## config.mk

```make
export PLATFORM = sky130hd
export DESIGN_NAME = mem_port_arbiter
export DESIGN_NICKNAME = d
export VERILOG_FILES = /design/src/rtl/mem_arb_pkg.sv /design/src/rtl/rr_arbiter2.sv /design/src/rtl/mem_port_arbiter.sv
export SDC_FILE = /design/constraint.sdc
export NUM_CORES = 1
export LEC_CHECK = 0
export BUFFER_PORTS_ARGS = -buffer_cell sky130_fd_sc_hd__buf_4
export CELL_PAD_IN_SITES_DETAIL_PLACEMENT = 0
export CELL_PAD_IN_SITES_GLOBAL_PLACEMENT = 1
export CORE_MARGIN = 1.5
export CORE_UTILIZATION = 36
export DETAILED_ROUTE_END_ITERATION = 10
export PLACE_DENSITY_LB_ADDON = 0.12
export SYNTH_ARGS = -nofsm -noshare
export SYNTH_HDL_FRONTEND = slang
export SYNTH_SLANG_ARGS = --single-unit
```

## constraint.sdc

```tcl
create_clock -name clk -period 4.8 [get_ports clk]
set_input_delay 0.48 -clock clk [delete_from_list [all_inputs] [get_ports clk]]
set_output_delay 0.48 -clock clk [all_outputs]
set_load 0.02 [all_outputs]
```

## src/rtl/mem_arb_pkg.sv

```systemverilog
// Shared types and helpers for the memory-port arbiter.
//   state_t     : transaction FSM states (IDLE -> BUSY -> RESP -> IDLE)
//   requester_t : which front end owns a grant (instruction fetch or load/store)
//   cnt_width() : width of the read-latency counter for a given latency
package mem_arb_pkg;

  typedef enum logic [1:0] {
    IDLE = 2'd0,
    BUSY = 2'd1,
    RESP = 2'd2
  } state_t;

  typedef enum logic {
    REQ_IF = 1'b0,
    REQ_D  = 1'b1
  } requester_t;

  // The counter holds values MEM_LATENCY-1 .. 0.
  function automatic int cnt_width(input int latency);
    return (latency < 1) ? 1 : $clog2(latency + 1);
  endfunction

endpackage

```

## src/rtl/rr_arbiter2.sv

```systemverilog
// Two-input round-robin arbiter.
//   clk, rst          : clock, asynchronous active-high reset
//   req_if, req_d     : request lines from fetch and load/store
//   update            : a grant is being consumed this cycle; remember the winner
//   grant_if, grant_d : combinational one-hot (or zero) grant
// On a tie the requester that did not win last time is granted. After reset
// the data side counts as the last winner, so fetch wins the first tie.
module rr_arbiter2
  import mem_arb_pkg::*;
(
  input  logic clk,
  input  logic rst,
  input  logic req_if,
  input  logic req_d,
  input  logic update,
  output logic grant_if,
  output logic grant_d
);

  requester_t last_grant;

  always_comb begin
    grant_if = req_if & (~req_d | (last_grant == REQ_D));
    grant_d  = req_d  & (~req_if | (last_grant == REQ_IF));
  end

  always_ff @(posedge clk or posedge rst) begin
    if (rst) begin
      last_grant <= REQ_D;
    end else if (update) begin
      last_grant <= grant_if ? REQ_IF : REQ_D;
    end
  end

endmodule

```

## src/rtl/mem_port_arbiter.sv

```systemverilog
// Shares one memory port between the fetch unit (read-only) and the LSU.
// One transaction is outstanding at a time: a request is accepted in IDLE,
// the memory port is driven in BUSY, and a one-cycle response pulse is
// returned to the winner in RESP.
//   clk, rst                         : clock, asynchronous active-high reset
//   if_req_valid/if_addr/if_req_ready: fetch request handshake
//   if_rsp_valid/if_rsp_data         : fetch response pulse and held data
//   d_req_valid/d_addr/d_wdata/d_we/d_ctrl/d_req_ready : load/store request
//   d_rsp_valid/d_rsp_data           : load/store completion pulse, load data
//   mem_*                            : memory unit interface
module mem_port_arbiter
  import mem_arb_pkg::*;
#(
  parameter int         DATA_WIDTH    = 32,
  parameter int         ADDRESS_WIDTH = 32,
  parameter int         MEM_LATENCY   = 2,
  parameter logic [2:0] IF_CTRL       = 3'b010
) (
  input  logic                     clk,
  input  logic                     rst,
  input  logic                     if_req_valid,
  input  logic [ADDRESS_WIDTH-1:0] if_addr,
  output logic                     if_req_ready,
  output logic                     if_rsp_valid,
  output logic [DATA_WIDTH-1:0]    if_rsp_data,
  input  logic                     d_req_valid,
  input  logic [ADDRESS_WIDTH-1:0] d_addr,
  input  logic [DATA_WIDTH-1:0]    d_wdata,
  input  logic                     d_we,
  input  logic [2:0]               d_ctrl,
  output logic                     d_req_ready,
  output logic                     d_rsp_valid,
  output logic [DATA_WIDTH-1:0]    d_rsp_data,
  output logic [ADDRESS_WIDTH-1:0] mem_address,
  output logic [DATA_WIDTH-1:0]    mem_write_data,
  output logic [2:0]               mem_ctrl,
  output logic                     mem_write_enable,
  output logic                     mem_read_en,
  input  logic [DATA_WIDTH-1:0]    mem_read_data
);

  localparam int               CNT_W    = cnt_width(MEM_LATENCY);
  localparam logic [CNT_W-1:0] CNT_INIT = CNT_W'(MEM_LATENCY - 1);

  state_t                   state, state_nxt;
  requester_t               owner;
  logic                     grant_if, grant_d;
  logic                     accept;
  logic                     busy_done;
  logic                     req_we;
  logic [CNT_W-1:0]         cnt;
  logic [ADDRESS_WIDTH-1:0] req_addr;
  logic [DATA_WIDTH-1:0]    req_wdata;
  logic [2:0]               req_ctrl;
  logic [DATA_WIDTH-1:0]    if_data_q, d_data_q;

  rr_arbiter2 u_arb (
    .clk      (clk),
    .rst      (rst),
    .req_if   (if_req_valid),
    .req_d    (d_req_valid),
    .update   (accept),
    .grant_if (grant_if),
    .grant_d  (grant_d)
  );

  assign accept    = (state == IDLE) & (grant_if | grant_d);
  // A store occupies the port for a single cycle; a read waits out the count.
  assign busy_done = req_we | (cnt == '0);

  // State register
  always_ff @(posedge clk or posedge rst) begin
    if (rst) begin
      state <= IDLE;
    end else begin
      state <= state_nxt;
    end
  end

  // Next-state logic
  always_comb begin
    state_nxt = state;
    case (state)
      IDLE:    if (accept) state_nxt = BUSY;
      BUSY:    if (busy_done) state_nxt = RESP;
      RESP:    state_nxt = IDLE;
      default: state_nxt = IDLE;
    endcase
  end

  // Output logic; ready is masked while reset is held so nothing is
  // advertised to the front ends during an asynchronous reset.
  always_comb begin
    if_req_ready     = 1'b0;
    d_req_ready      = 1'b0;
    if_rsp_valid     = 1'b0;
    d_rsp_valid      = 1'b0;
    mem_read_en      = 1'b0;
    mem_write_enable = 1'b0;
    case (state)
      IDLE: begin
        if_req_ready = grant_if & ~rst;
        d_req_ready  = grant_d & ~rst;
      end
      BUSY: begin
        mem_read_en      = ~req_we;
        mem_write_enable = req_we;
      end
      RESP: begin
        if_rsp_valid = (owner == REQ_IF);
        d_rsp_valid  = (owner == REQ_D);
      end
      default: ;
    endcase
  end

  // Request capture, latency count and read-data capture. Fetches leave the
  // store-data register untouched so mem_write_data keeps its last value.
  always_ff @(posedge clk or posedge rst) begin
    if (rst) begin
      owner     <= REQ_D;
      req_we    <= 1'b0;
      req_addr  <= '0;
      req_wdata <= '0;
      req_ctrl  <= '0;
      cnt       <= '0;
      if_data_q <= '0;
      d_data_q  <= '0;
    end else if (accept) begin
      cnt <= CNT_INIT;
      if (grant_if) begin
        owner    <= REQ_IF;
        req_we   <= 1'b0;
        req_addr <= if_addr;
        req_ctrl <= IF_CTRL;
      end else begin
        owner     <= REQ_D;
        req_we    <= d_we;
        req_addr  <= d_addr;
        req_ctrl  <= d_ctrl;
        req_wdata <= d_wdata;
      end
    end else if ((state == BUSY) && !req_we) begin
      if (cnt == '0) begin
        if (owner == REQ_IF) begin
          if_data_q <= mem_read_data;
        end else begin
          d_data_q <= mem_read_data;
        end
      end else begin
        cnt <= cnt - CNT_W'(1);
      end
    end
  end

  assign mem_address    = req_addr;
  assign mem_write_data = req_wdata;
  assign mem_ctrl       = req_ctrl;
  assign if_rsp_data    = if_data_q;
  assign d_rsp_data     = d_data_q;

endmodule
```

-- After elaboration in Yosys (flattened, before gate mapping)
Index checks and enable logic that the tools add are counted.
- bits in registers: 137
- input bits: 136
- output and inout port bits: 137
- logic and storage cells: 57
- add/sub/neg operators: 1
- eq/ne operators: 5
- multiplexer cells: 16
- bitwise operators: 16
- reductions and logical operators: 10
- operators by type and width (operator ; number):
    $mux W32 ; 1
    $mux W2 ; 5
    $mux W1 ; 8
    $reduce_and A4 Y1 ; 2
    $not A1 Y1 ; 7
    $ne A2 B2 Y1 const B ; 3
    $reduce_and A2 Y1 ; 3
    $and A1 B1 Y1 ; 5
    $logic_not A2 Y1 ; 2
    $or A1 B1 Y1 ; 4
    $pmux W2 S2 ; 1
    $mux W3 ; 1
    $eq A2 B1 Y1 const B ; 1
    $eq A2 B2 Y1 const B ; 1
    $reduce_bool A2 Y1 ; 1
    $sub A2 B1 Y2 const B ; 1
    $logic_and A1 B1 Y1 ; 1
    $logic_not A1 Y1 ; 1

-- Logic depth before layout (Yosys ltp)
- depth after elaboration: 7
- gate-level depth with buffers: 7
- gate-level depth less buffers: 5

-- By module
From an unflattened synthesis, not the netlist that was laid out.
- cell total of the unflattened synthesis: 396
- area total of the unflattened synthesis: 5586.6 um^2
- by module, submodules not included (module ; times used ; cells each ; area an instance (um^2)):
    mem_port_arbiter ; 1 ; 389 ; 5525.3
    rr_arbiter2 ; 1 ; 7 ; 61.3

-- Worst setup path before layout
No wires, ideal clock.
- path type: input to output
- from: in rst
- to: out if_req_ready
- data arrival time: 4.003 ns
- data required time: 4.320 ns
- slack: 0.317 ns
- cell stages on the path: 2
- path buffers: 0
- path through: inv_1 > and4_1
- longest elaborated chain between the ends: 3
- ends and longest elaborated chain (element ; line ; RTL):
    start: declaration ; mem_port_arbiter.sv:20 ; input logic rst,
    $not A1 Y1 ; mem_port_arbiter.sv:102 ; if_req_ready = grant_if & ~rst;
    $and A1 B1 Y1 ; mem_port_arbiter.sv:102 ;
    $mux W1 ; mem_port_arbiter.sv:100 ; case (state)
    end: declaration ; mem_port_arbiter.sv:23 ; output logic if_req_ready,
Every way passes these cells.

-- Final worst setup path
- from: reg state[1]
- to: reg req_wdata[29], in the netlist mem_write_data[29]
- longest elaborated chain between the ends: 3
- ends and longest elaborated chain (element ; line ; RTL):
    start: declaration ; mem_port_arbiter.sv:45 ; state_t state, state_nxt;
    start signal: assignment ; mem_port_arbiter.sv:76 ; state <= state_nxt;
    $logic_not A2 Y1 ; mem_port_arbiter.sv:67 ; assign accept = (state == IDLE) & (grant_if | grant_d);
    $and A1 B1 Y1 ; mem_port_arbiter.sv:67 ;
    $reduce_and A2 Y1 (no line) ; - ;
    end signal: assignment ; mem_port_arbiter.sv:141 ; req_wdata <= d_wdata;
    end: declaration ; mem_port_arbiter.sv:53 ; logic [DATA_WIDTH-1:0] req_wdata;
Every way passes these cells.
A chain may end at the register's enable or synchronous reset.

==> flow_metrics.py <==
metrics = {
    "synth": {
        "synth.distinct_cells": 36,
        "synthCells": 433,
        "syn_area_um2": 6040,
        "synth.net_count": 570,
        "ys_ff_latch": 137,
        "yosys.area.top_type": "dfrtp_1",
        "async_flop_share": 1.00,
        "synth_top_area_frac": 0.563,
        "synth_edf_count": 0,
        "yosysWarnings": 0,
        "ys_top_cells_by_area": "dfrtp_1, mux2_4, a31oi_1, nand3_1, a21oi_1",
        "ys_seq_area_frac": 0.568,
        "ys.flop_type": "dfrtp_1",
        "syn_avg_cell_area_um2": 14.0,
    },
    "floorplanning": {
        "fp.dieArea_um2": 17600,
        "ioPinCount": 273,
        "coreArea_um2": 16500,
        "start_util": 0.367,
        "die_w_um": 133,
        "fp.dieH_um": 133,
        "rows": 47,
    },
    "setup_path": {
        "r2r_start": "state[1]",
        "cp_max_fo": 37,
        "cpPeakStageDelay_ns": 1.10,
        "crit_slowest_cell": "and3_2",
        "crit_start": "state[1]",
        "crit_path_end_kind": "flip-flop",
        "crit_type": "flip-flop to flip-flop",
        "crit_family": "simple AND/OR/NAND/NOR gates",
        "worstPathRequired_ns": 5.10,
        "rrSetupSlack_ns": 1.95,
        "crit_buf_inv": 0,
        "start_kind": "flip-flop",
        "arrival_ns": 3.15,
        "crit_chain": "nor2_4, and3_2, mux2_2",
    },
    "cts": {
        "clockBufferDepth": 2,
        "numCtsBuffers": 17,
        "cts.clk_slew.worst_paths_ns": 0.06,
        "cts_sinks": 137,
        "insertion_delay_ns": 0.42,
        "post_cts_buffers": 0,
        "holdBufCountCts": 0,
        "root_buffer": "clkbuf_16",
        "cts.repair.resized": 0,
        "cts_tree": "done",
        "htree_levels": 4,
    },
    "sta": {
        "fmax_ghz": 0.350,
        "tightest_slew_ns": 1.12,
        "hold_viol": 0,
        "rsz0062_at_grt": "no",
        "setup_viol": 0,
        "slew_headroom": 0.252,
        "fin_setup_tns_ns": 0,
        "finalCritPeriodShare": 0.595,
        "min_period_ns": 2.85,
        "slew_violations": 0,
        "fin_skew_ns": 0.00835,
    },
    "layout": {
        "syn_to_final_growth_pct": 44.3,
        "stdcell_area_um2": 8720,
        "post-route-util": 0.530,
        "final_cell_mix": "buf_4, dfrtp_1, mux2_4",
        "fillers": 1484,
        "nNetsFinal": 830,
        "drive_gt1_frac": 0.587,
        "multi_input_area_um2": 2330,
        "area.sequential_um2": 3430,
        "antenna_cells": 0,
        "layout_commonest_cell": "buf_4",
    },
    "routing": {
        "drt-total-wl_um": 16600,
        "drcViolationCount": 0,
        "drt_pass1_iterations": 4,
        "initialDrtViolationCount": 222,
        "wl_per_cell_um": 18.0,
        "dr_total_vias": 4538,
        "viasPerCell": 4.91,
        "ant_nets": 0,
    },
    "global_route": {
        "grt_max_degree": 77,
        "antenna_found_initial": 0,
        "grt_use_total": 0.191,
        "grt_pass1_wl_um": 25900,
        "overflow": 0,
        "grt_pass1_vias": 4614,
    },
    "worst_hold_path": {
        "hold_class": "primary input to asynchronous set/reset pin",
    },
    "pwr": {
        "cellLeakagePower_nw": 4.25,
        "vdd_ir_drop_max_mv": 0.295,
        "power_mw": 6.50,
        "power_density_nw_per_um2": 745,
    },
    "place": {
        "dpl-instance-area_um2": 8140,
        "portBuffers": 272,
        "gp_congestion": 0.805,
        "dp_hpwl_um": 11500,
    },
    "run_status": {
        "status": "finished, final reports clean",
    },
    "flow_run": {
        "maxCapViolations": 0,
    },
}
==> cells in the mapped netlist, types with 3 or more instances <==
cell type and n:
a21oi_1 32, a22o_1 3, a31oi_1 32, buf_12 3
buf_2 3, buf_6 11, clkbuf_1 19, dfrtp_1 136
inv_1 5, mux2_2 10, mux2_4 86, nand2_1 3
nand3_1 33, nor2_1 4, o21ai_0 32
==> flip-flops by register name (all words and copies together) (netlist names) <==
name,flops
cnt,2
d_rsp_data,32
if_rsp_data,32
mem_address,32
mem_ctrl,3
mem_write_data,32
owner,1
req_we,1
state,2
==> through the flow <==
step | hold slack, ns | instances | setup slack [ns]
after global placement | 0.494 | 894 | 2.04
final | 0.136 | 924 | 1.95
after global routing | 0.173 | 924 | 1.84
after floorplan | 0.488 | 433 | 0.317
after CTS | 0.152 | 924 | 1.96
after detailed placement | 0.493 | 894 | 1.95
==> final timing paths <==
kind / end / depth (start not counted)
worst max register to register: mem_write_data[29] / 3
worst min-delay path: mem_write_data[26] / 2
worst max-delay path: mem_write_data[29] / 3
worst min register to register: mem_write_data[30] / 1
max in group asynchronous: state[1] / 3
min in group clk: mem_ctrl[2] / 2
==> cell type report <==
| cell class | count | share of cell area |
|---|---|---|
| clock buffers | 20 | 0.0535 |
| well taps | 220 | 0.0316 |
| multi-input cells | 255 | 0.267 |
| inverters | 5 | 0.00273 |
| flip-flops and latches | 137 | 0.393 |
| clock inverters | 10 | 0.0135 |
| repair buffers | 277 | 0.238 |
==> kinds of logic after synthesis <==
logic type	after synthesis	share of synthesized area
adders and majority gates	1	0.00207
xor gates and xnor gates	1	0.00145
DFF	137	0.568
AOI/OAI and AO/OA	102	0.0944
buffers and inverters	41	0.0478
and+or+nand+nor	55	0.0541
muxes	96	0.232
==> per-layer routing <==
| metal | share of wire | global-route usage | vias to the layer above |
|---|---|---|---|
| met5 | 0 | 0 | - |
| met4 | 0.017 | 0.0720 | 0 |
| met3 | 0.080 | 0.0594 | 21 |
| met2 | 0.48 | 0.309 | 198 |
| met1 | 0.42 | 0.239 | 2231 |
| li1 | - | - | 2088 |
==> power breakdown <==
part / internal [mW] / leakage (nW) / switching [mW] / total [mW]
Combinational: 1.56 / 2.35 / 1.54 / 3.10
Clock: 0.803 / 0.289 / 0.489 / 1.29
Sequential: 1.74 / 1.61 / 0.362 / 2.11
Note: power is estimated with default switching activity, not from simulation.
